## src/rtl/instruction_fetch_pkg.sv

```systemverilog
// Shared pipeline definitions for the fetch stage: NOP encoding, FSM states,
// reset PC default and PC increment.
package instruction_fetch_pkg;

  localparam logic [31:0] NOP_INSTR        = 32'h54000000;
  localparam logic [31:0] RESET_PC_DEFAULT = 32'h00000000;
  localparam int          PC_INCR          = 4;

  typedef enum logic {
    BOOT = 1'b0,
    RUN  = 1'b1
  } fetch_state_t;

endpackage

```

## src/rtl/if_id_reg.sv

```systemverilog
// IF/ID pipeline register: bubble has priority over load; neither means hold.
module if_id_reg
  import instruction_fetch_pkg::*;
#(
  parameter int SIZE = 32
) (
  input  logic            clk,
  input  logic            reset,
  input  logic            load,
  input  logic            bubble,
  input  logic [0:SIZE-1] instr_in,
  input  logic [0:SIZE-1] next_pc_in,
  output logic [0:SIZE-1] instr,
  output logic [0:SIZE-1] next_pc,
  output logic            valid
);

  localparam logic [0:SIZE-1] BUBBLE_INSTR = SIZE'(NOP_INSTR);

  always_ff @(posedge clk or negedge reset) begin
    if (!reset) begin
      instr   <= BUBBLE_INSTR;
      next_pc <= '0;
      valid   <= 1'b0;
    end else if (bubble) begin
      instr   <= BUBBLE_INSTR;
      next_pc <= '0;
      valid   <= 1'b0;
    end else if (load) begin
      instr   <= instr_in;
      next_pc <= next_pc_in;
      valid   <= 1'b1;
    end
  end

endmodule

```

## src/rtl/instruction_fetch.sv

```systemverilog
// Instruction fetch stage: PC register with BOOT/RUN control feeding the IF/ID
// register. imem_addr is the PC itself, so a fetch is issued the cycle the PC changes.
module instruction_fetch
  import instruction_fetch_pkg::*;
#(
  parameter int              SIZE     = 32,
  parameter logic [0:SIZE-1] RESET_PC = SIZE'(RESET_PC_DEFAULT)
) (
  input  logic            clk,
  input  logic            reset,
  input  logic            stall,
  input  logic            redirect,
  input  logic [0:SIZE-1] redirect_pc,
  input  logic            imem_ready,
  input  logic [0:SIZE-1] imem_data,
  output logic [0:SIZE-1] imem_addr,
  output logic [0:SIZE-1] nextPC_out,
  output logic [0:SIZE-1] instruction_out,
  output logic            valid_out,
  output logic            fsm_state
);

  localparam logic [0:SIZE-1] ALIGN_MASK = ~SIZE'(3);

  fetch_state_t    state;
  logic [0:SIZE-1] pc;
  logic [0:SIZE-1] pc_plus4;
  logic            load;
  logic            bubble;

  // Wraps modulo 2^SIZE by construction of the SIZE-bit add.
  assign pc_plus4  = pc + SIZE'(PC_INCR);
  assign imem_addr = pc;
  assign fsm_state = state;

  always_ff @(posedge clk or negedge reset) begin
    if (!reset) begin
      state <= BOOT;
      pc    <= RESET_PC & ALIGN_MASK;
    end else begin
      case (state)
        BOOT: state <= RUN;
        RUN: begin
          if (redirect)        pc <= redirect_pc & ALIGN_MASK;
          else if (stall)      pc <= pc;
          else if (imem_ready) pc <= pc_plus4;
        end
        default: state <= BOOT;
      endcase
    end
  end

  // Redirect beats stall beats a missing memory response.
  always_comb begin
    load   = 1'b0;
    bubble = 1'b0;
    if (state == BOOT)    bubble = 1'b1;
    else if (redirect)    bubble = 1'b1;
    else if (stall)       bubble = 1'b0;
    else if (!imem_ready) bubble = 1'b1;
    else                  load   = 1'b1;
  end

  if_id_reg #(
    .SIZE(SIZE)
  ) u_if_id_reg (
    .clk       (clk),
    .reset     (reset),
    .load      (load),
    .bubble    (bubble),
    .instr_in  (imem_data),
    .next_pc_in(pc_plus4),
    .instr     (instruction_out),
    .next_pc   (nextPC_out),
    .valid     (valid_out)
  );

endmodule

```

## config.mk

```make
export PLATFORM = sky130hd
export DESIGN_NAME = instruction_fetch
export DESIGN_NICKNAME = d
export VERILOG_FILES = /design/src/rtl/instruction_fetch_pkg.sv /design/src/rtl/if_id_reg.sv /design/src/rtl/instruction_fetch.sv
export SDC_FILE = /design/constraint.sdc
export NUM_CORES = 1
export LEC_CHECK = 0
export ABC_CLOCK_PERIOD_IN_PS = 6400
export BUFFER_PORTS_ARGS = -buffer_cell sky130_fd_sc_hd__buf_2
export CORE_MARGIN = 2
export CORE_UTILIZATION = 30
export DETAILED_ROUTE_END_ITERATION = 10
export HOLD_SLACK_MARGIN = 0.12
export PLACE_DENSITY_LB_ADDON = 0.25
export SLEW_MARGIN = 20
export SYNTH_ARGS = -nofsm -noshare
export SYNTH_HDL_FRONTEND = slang
export SYNTH_SLANG_ARGS = --single-unit
```

## constraint.sdc

```tcl
create_clock -name clk -period 6.4 [get_ports clk]
set_clock_uncertainty 0.2 [all_clocks]
set_input_delay 1.28 -clock clk [delete_from_list [all_inputs] [get_ports clk]]
set_output_delay 1.28 -clock clk [all_outputs]
set_load 0.01 [all_outputs]
```

### Word-level counts from Yosys, hierarchy flattened

Index checks and enable logic that the tools add are counted.

* input bits: 69
* register bits: 98
* logic and storage cells: 27

* reduce and logical (&&, ||, !) cells: 3
* $add $sub $neg: 1
* mux-type cells: 17
* equality and inequality tests: 1

Operators by type and width (count)
* $mux W32: 7
* $add A32 B3 Y32 const B: 1
* $mux W1: 10
* $reduce_bool A2 Y1: 2
* $reduce_and A3 Y1: 1
* $ne A2 B1 Y1 const B: 1

### Longest topological paths before layout

Gate-level depths: netlist of the first run.

* depth in word-level cells: 6
* mapped depth: 7
* mapped depth without buffers: 6

### Cells and area by module

A second synthesis of the first run with hierarchy kept.

* cells, all modules: 523
* area total of the unflattened synthesis: 5298.8 sq um

By module, submodules not included
* if_id_reg: seq. area each 1630.3 sq um, cells each 210, instances 1, area an instance 2693.8 sq um
* instruction_fetch: seq. area each 775.7 sq um, cells each 313, instances 1, area an instance 2605.0 sq um

### Worst setup path before layout of the first run

OpenSTA, ideal clock, no wires.

* kind: input port to flip-flop
* start: input port stall
* end: register pc (netlist bit imem_addr[10])
* data arrival time: 2.438 ns
* buffers on the path: 2
* path slack: 3.643 ns
* setup time: 0.119 ns
* required time: 6.081 ns
* stages on the path: 6
* cell sequence: and2b_2 > clkbuf_8 > o21ai_0 > clkbuf_1 > a21oi_1 > o21a_1

* cells in the longest elaborated chain, start to end: 2

Ends and longest elaborated chain
* start: declaration: RTL line instruction_fetch.sv:11 `input logic stall,`
* $ne A2 B1 Y1 (no line)
* $reduce_and A3 Y1 (no line)
* end signal: assignment: RTL line instruction_fetch.sv:39 `pc <= RESET_PC & ALIGN_MASK;`
* end signal: assignment: RTL line instruction_fetch.sv:44 `if (redirect) pc <= redirect_pc & ALIGN_MASK;`
* end signal: assignment: RTL line instruction_fetch.sv:45 `else if (stall) pc <= pc;`
* end: declaration: RTL line instruction_fetch.sv:26 `logic [0:SIZE-1] pc;`

Every way passes these cells.
A chain may end at the register's enable or synchronous reset.

### Final worst setup path of the first run

* start: input port redirect
* end: register pc (netlist bit imem_addr[20])

* cells in the longest elaborated chain, start to end: 2

Ends and longest elaborated chain
* start: declaration: RTL line instruction_fetch.sv:12 `input logic redirect,`
* $ne A2 B1 Y1 (no line) or $reduce_bool A2 Y1 (tied branches)
* $reduce_and A3 Y1 (no line)

Parallel ways exist; a longest one is shown, timed or not.

==> summary.md, run 1 <==
| Metric | Value |
|---|---|
| CTS Root Buffer Type | `clkbuf_16` |
| Sinks on Clock Net | `94` |
| Total CTS buffers | `9` |
| Setup TNS Final | `0 ps` |
| Hold WC Path Type | `register to register` |
| Count leader, synth | `dfrtp_1` |
| DRT iter0 DRCs | `254` |
| RSZ-0062 raised after global routing | `false` |
| Post-CTS Setup Inserts | `0` |
| Commonest cells post-synth | `dfrtp_1 (91), nand2_1 (59), o21ai_0 (47), a22o_1 (32), clkbuf_1 (27)` |
| Routed len/inst | `17.48 um` |
| Post-CTS Hold Buffers | `0` |
| Top-area cell type share of the netlist area | `48.78%` |
| Met1 Wirelength | `6090 um` |
| Syn Inst Count | `472` |
| Synthesized cell area | `4668 sq um` |
| Relative slew slack | `42.60%` |
| Crit path capture type | `register` |
| Max Fclk | `0.3392 GHz` |
| CP required | `6440 ps` |
| Area grow syn2layout | `25.46%` |
| Worst-skew pair later-pin latency | `350 ps` |
| # DRC | `0` |
| Crit path arrival time | `2990 ps` |
| Met2 WL post-DR | `6884 um` |
| Final Hold Fails | `0` |
| NumNets Final | `681` |
| CTS resizes | `0` |
| Antenna violations before repair | `2` |
| GP Congestion | `0.7877` |
| Post-synth ARST share | `100.0%` |
| Via count | `4197` |
| Leakage dissipation | `0.002804 uW` |
| Worst vdd ir | `0.0001216 V` |
| Final Max Tran Viols | `0` |
| Final setup viols | `0` |
| Clk pin slew, worst setup/hold paths | `70 ps` |
| Largest buffer count on any clock path | `2` |
| Largest cells by area after synthesis | `dfrtp_1 (49%), a22o_1 (6.0%), o21ai_0 (5.0%)` |
| Kind of critical path | `primary input to register` |
| Syn avg cell area | `9.890 sq um` |
| EDFF count, synth | `0` |
| TritonRoute pass-1 iters | `4` |
| Global-route wire length before repair | `21740 um` |
| Design area | `5857 sq um` |
| Wire length on met3 | `899 um` |
| Seq/Total Area, Yosys | `50.47%` |
| Die W | `128.7 um` |
| Total Routing Usage GR | `16.97%` |
| IO Pins | `167` |
| Max cap viols | `0` |
| Post-place setup slack | `3139 ps` |
| Startpoint Class | `primary input` |
| Post-DP HPWL | `9722 um` |
| Total gr overflow | `0` |
| Fillers | `1588` |
| Share of cells above drive strength 1 | `32.63%` |
| Distinct cells, synth | `53` |
| Mean number of vias per cell | `5.207` |
| FP Rows | `45` |
| Dominant cell type by area after synthesis | `dfrtp_1` |
| Largest net degree at the start of global routing | `67` |
| Crit-path max FO | `21` |
| DP Area | `5547 sq um` |
| Top Metal Used | `met4` |
| Die Area | `16570 sq um` |
| Post-layout worst setup margin | `3452 ps` |
| Number of synthesized register bits | `94` |
| Prevailing post-synth register cell | `dfrtp_1` |
| IO Port Bufs | `160` |
| Routed wire length | `14090 um` |
| Core area | `15200 sq um` |
| Synth warn | `0` |
| CTS HTree Levels | `3` |
| Tmin final | `2949 ps` |
| Starting Density | `30.71%` |
| Worst slew pin tran | `861.0 ps` |
| Height of the die | `128.7 um` |
| Fin crit share | `46.07%` |
| Outcome | `finished clean` |
| Power Density | `257.4 nW/um^2` |
| TritonCTS clock tree | `done` |
| Vias in the first global route | `4057` |
| DRT antenna net count | `0` |
placed cells by master, fill, tap and decap left out, drive strengths merged, types with 10 or more instances in the layout:
master and instances:
a22o 32, o21ai 48, buf 165, nand4 17
xnor2 12, xor2 14, nor2 23, a21oi 19
dfrtp 91, and3 10, nand3 22, nand2 59
flip-flops by register name, summed over array words and instances (netlist names):
register / count
imem_addr: 30
u_if_id_reg.next_pc: 30
u_if_id_reg.valid: 1
u_if_id_reg.instr: 32
fsm_state: 1
metrics by stage:
step           util (%)  total power [uW]  instances  hold WS, ps
6_report          38.53              1508        806        272.8
5_1_grt           38.51              1588        805        301.7
4_1_cts           38.49              1532        804        280.7
3_5_place_dp      36.49             968.0        788        262.6
3_3_place_gp      36.45             959.7        788        256.6
2_1_floorplan         -             853.0        475        315.2
worst max-delay path: stages:
cell,delay [ps]
buf_2,90
inv_1,360
a21boi_2,750
o21ai_0,220
a22o_1,280
worst paths after layout:
| kind | end | slack (ps) | from | cells past startpoint |
|---|---|---|---|---|
| hold reg to reg | u_if_id_reg.next_pc[17]$_DFFE_PN0P_ | 270 | u_if_id_reg.next_pc[17]$_DFFE_PN0P_ | 2 |
| hold / removal | u_if_id_reg.next_pc[17]$_DFFE_PN0P_ | 270 | u_if_id_reg.next_pc[17]$_DFFE_PN0P_ | 2 |
| max in group asynchronous | imem_addr[26]$_DFFE_PN0P_ | 4160 | reset | 2 |
| min in group asynchronous | u_if_id_reg.next_pc[27]$_DFFE_PN0P_ | 630 | reset | 1 |
| setup / recovery | imem_addr[20]$_DFFE_PN0P_ | 3450 | redirect | 5 |
| setup reg to reg | imem_addr[9]$_DFFE_PN0P_ | 3860 | imem_addr[29]$_DFFE_PN0P_ | 6 |
cell type report:
type / count / area [sq um] / area share [%]
Antenna cell: 2 / 5.005 / 0.08545
Clock buffer: 9 / 225.2 / 3.845
Clock inverter: 7 / 80.08 / 1.367
Inverter: 7 / 26.28 / 0.4486
Multi-Input combinational cell: 334 / 2088 / 35.65
Sequential cell: 94 / 2356 / 40.23
Tap cell: 188 / 235.2 / 4.016
Timing Repair Buffer: 165 / 840.8 / 14.36
logic make-up after synthesis:
| logic type | count (synthesis) | synth area share [%] |
|---|---|---|
| adders and majority gates | 1 | 0.2680 |
| and+or+nand+nor | 164 | 18.87 |
| muxes | 5 | 1.072 |
| AOI/OAI and AO/OA | 133 | 19.06 |
| buffers and inverters | 47 | 5.227 |
| xor gates and xnor gates | 26 | 4.878 |
| other | 2 | 0.1609 |
| DFF | 94 | 50.47 |
routing by layer:
| metal | global-route usage (%) | vias up |
|---|---|---|
| li1 | - | 1977 |
| met1 | 22.61 | 2070 |
| met2 | 27.17 | 136 |
| met3 | 4.200 | 14 |
| met4 | 5.627 | 0 |
| met5 | 0 | - |
report_power, final:
group / switching (uW) / internal (uW)
registers: 71.1 / 635
logic: 143 / 104
clock network: 248 / 307
total: 462 / 1050
Power figures use the tool's default switching activity.
==> run 2, diff against run 1 <==
--- a/config.mk
+++ b/config.mk
@@ -5,7 +5,7 @@
 export SDC_FILE = /design/constraint.sdc
 export NUM_CORES = 1
 export LEC_CHECK = 0
-export ABC_CLOCK_PERIOD_IN_PS = 6400
+export ABC_CLOCK_PERIOD_IN_PS = 2900
 export BUFFER_PORTS_ARGS = -buffer_cell sky130_fd_sc_hd__buf_2
 export CORE_MARGIN = 2
 export CORE_UTILIZATION = 30
==> constraint.sdc (replaced) <==
create_clock -name clk -period 2.9 [get_ports clk]
set_clock_uncertainty 0.2 [all_clocks]
set_input_delay 0.58 -clock clk [delete_from_list [all_inputs] [get_ports clk]]
set_output_delay 0.58 -clock clk [all_outputs]
set_load 0.01 [all_outputs]
==> summary.md, run 2 (synthesized netlist as in run 1, its figures left out) <==
| Metric | Value |
|---|---|
| Core area | `15200 sq um` |
| RSZ-0062 raised after global routing | `false` |
| IO Port Bufs | `160` |
| Setup TNS Final | `0 ps` |
| Outcome | `finished clean` |
| Hold_ws | `238.2 ps` |
| Clk pin slew, worst setup/hold paths | `70 ps` |
| Relative slew slack | `58.89%` |
| Vias in the first global route | `4074` |
| GP Congestion | `0.8287` |
| CTS HTree Levels | `3` |
| Height of the die | `128.7 um` |
| Antenna violations before repair | `1` |
| Sinks on Clock Net | `94` |
| DRT iter0 DRCs | `248` |
| Combinational power share | `16.9%` |
| Sw Pwr | `1021 uW` |
| Reg area | `2356 sq um` |
| DRT antenna net count | `0` |
| Die Area | `16570 sq um` |
| Tmin final | `2443 ps` |
| Area grow syn2layout | `27.87%` |
| Fin util | `39.27%` |
| FP Rows | `45` |
| Largest buffer count on any clock path | `2` |
| Mean number of vias per cell | `5.087` |
| Fillers | `1562` |
| Area of the multi-input gates | `2083 sq um` |
| Global-route wire length before repair | `21900 um` |
| Largest Register | `u_if_id_reg.instr` |
| Final setup viols | `0` |
| Total CTS buffers | `9` |
| Share of cells above drive strength 1 | `33.81%` |
| Most common cell after layout, fill and taps aside | `buf_2` |
| Max reg flops | `32` |
| TritonCTS clock tree | `done` |
| Worst slew pin tran | `612.1 ps` |
| CTS Root Buffer Type | `clkbuf_16` |
| NumNets Final | `695` |
| IO Pins | `167` |
| R2R Setup Slk | `460 ps` |
| Worst vdd ir | `0.0002802 V` |
| Hold WC Path Type | `primary input to register` |
| Crit path arrival time | `2470 ps` |
| Via count | `4166` |
| Pint | `2321 uW` |
| # DRC | `0` |
| Max cap viols | `0` |
| Largest net degree at the start of global routing | `44` |
| Sw frac | `30.55%` |
| Routed wire length | `13970 um` |
| Most frequent cells in the layout | `buf_2 (159), dfrtp_1 (91), nand2_1 (59), o21ai_0 (46), a22o_1 (32)` |
| Die W | `128.7 um` |
| Crit path capture type | `register` |
| Final Max Tran Viols | `0` |
| CP required | `2930 ps` |
| Post-CTS Setup Inserts | `0` |
| Total Routing Usage GR | `17.12%` |
| Routed len/inst | `17.05 um` |
| Post-DP HPWL | `10170 um` |
| TritonRoute pass-1 iters | `5` |
| Fin crit share | `84.24%` |
| Max Fclk | `0.4094 GHz` |
| Worst-skew pair later-pin latency | `350 ps` |
| Startpoint Class | `register` |
| Power Density | `559.8 nW/um^2` |
| Starting Density | `30.71%` |
| Seq pwr share | `46.4%` |
| Leakage dissipation | `0.002883 uW` |
| Crit-path max FO | `10` |
| Total gr overflow | `0` |
| Final Hold Fails | `0` |
| Clock network fraction of total power | `36.7%` |
| Power consumption | `3342 uW` |
| Kind of critical path | `register to register` |
run 2: changes by cell type in the layout (fill, tap and decap cells not counted), sizes merged:
cell         before  now
buf             165  178
clkinv            0    1
clkinvlp          4    2
diode             2    1
dlygate4sd3       0    1
inv               9   10
run 2: cell type report:
type / count / share of cell area, %
antenna: 1 / 0.04192
tap: 188 / 3.940
multi-input combinational: 334 / 34.90
sequential: 94 / 39.47
inverter: 7 / 0.4402
timing repair buffer: 179 / 16.10
clock buffer: 9 / 3.773
clock inverter: 7 / 1.341
run 2: stage by stage:
step	cells	area, sq um	worst slack [ps]
floorplan	475	4679	751.7
global route	819	5969	313.9
global placement	801	5652	535.3
detailed placement	801	5652	477.6
finish	819	5969	457.1
CTS	818	5967	457.2
run 2: worst max-delay path, stage by stage, from the launching register on:
cell and delay (ps):
dfrtp_1 400, ha_1 280, nand2_1 200, nor4_4 640, nand4_1 210, a311o_1 390
run 2: path summary, 6_finish.rpt:
check,cells after the start,start,to
hold / removal,2,imem_data[1],u_if_id_reg.instr[1]$_DFFE_PN1P_
setup / recovery,5,imem_addr[28]$_DFFE_PN0P_,imem_addr[1]$_DFFE_PN0P_
hold reg to reg,2,u_if_id_reg.valid$_DFFE_PN0P_,u_if_id_reg.valid$_DFFE_PN0P_
setup reg to reg,5,imem_addr[28]$_DFFE_PN0P_,imem_addr[1]$_DFFE_PN0P_
max in group asynchronous,3,reset,u_if_id_reg.instr[3]$_DFFE_PN1P_
min in group asynchronous,2,reset,u_if_id_reg.next_pc[27]$_DFFE_PN0P_
run 2: per-layer routing:
layer	GRT usage [%]	share of wire [%]	wire length, um
met3	4.574	6.5	914
met5	0	0	0
met1	22.47	44	6124
met4	6.266	2.1	298
met2	27.26	47	6630
run 2: timing repair:
item | CTS | global route
gates resized for setup | 0 | 0
hold endpoints to repair | 41 | 0
hold buffers | 1 | 0
run 2: power groups by stage:
stage | logic, uW | registers [uW] | clock network, uW
6_report | 564 | 1550 | 1230
5_1_grt | 626 | 1570 | 1320
4_1_cts | 575 | 1550 | 1260
3_5_place_dp | 573 | 1580 | 0
3_3_place_gp | 562 | 1570 | 0
2_1_floorplan | 312 | 1570 | 0
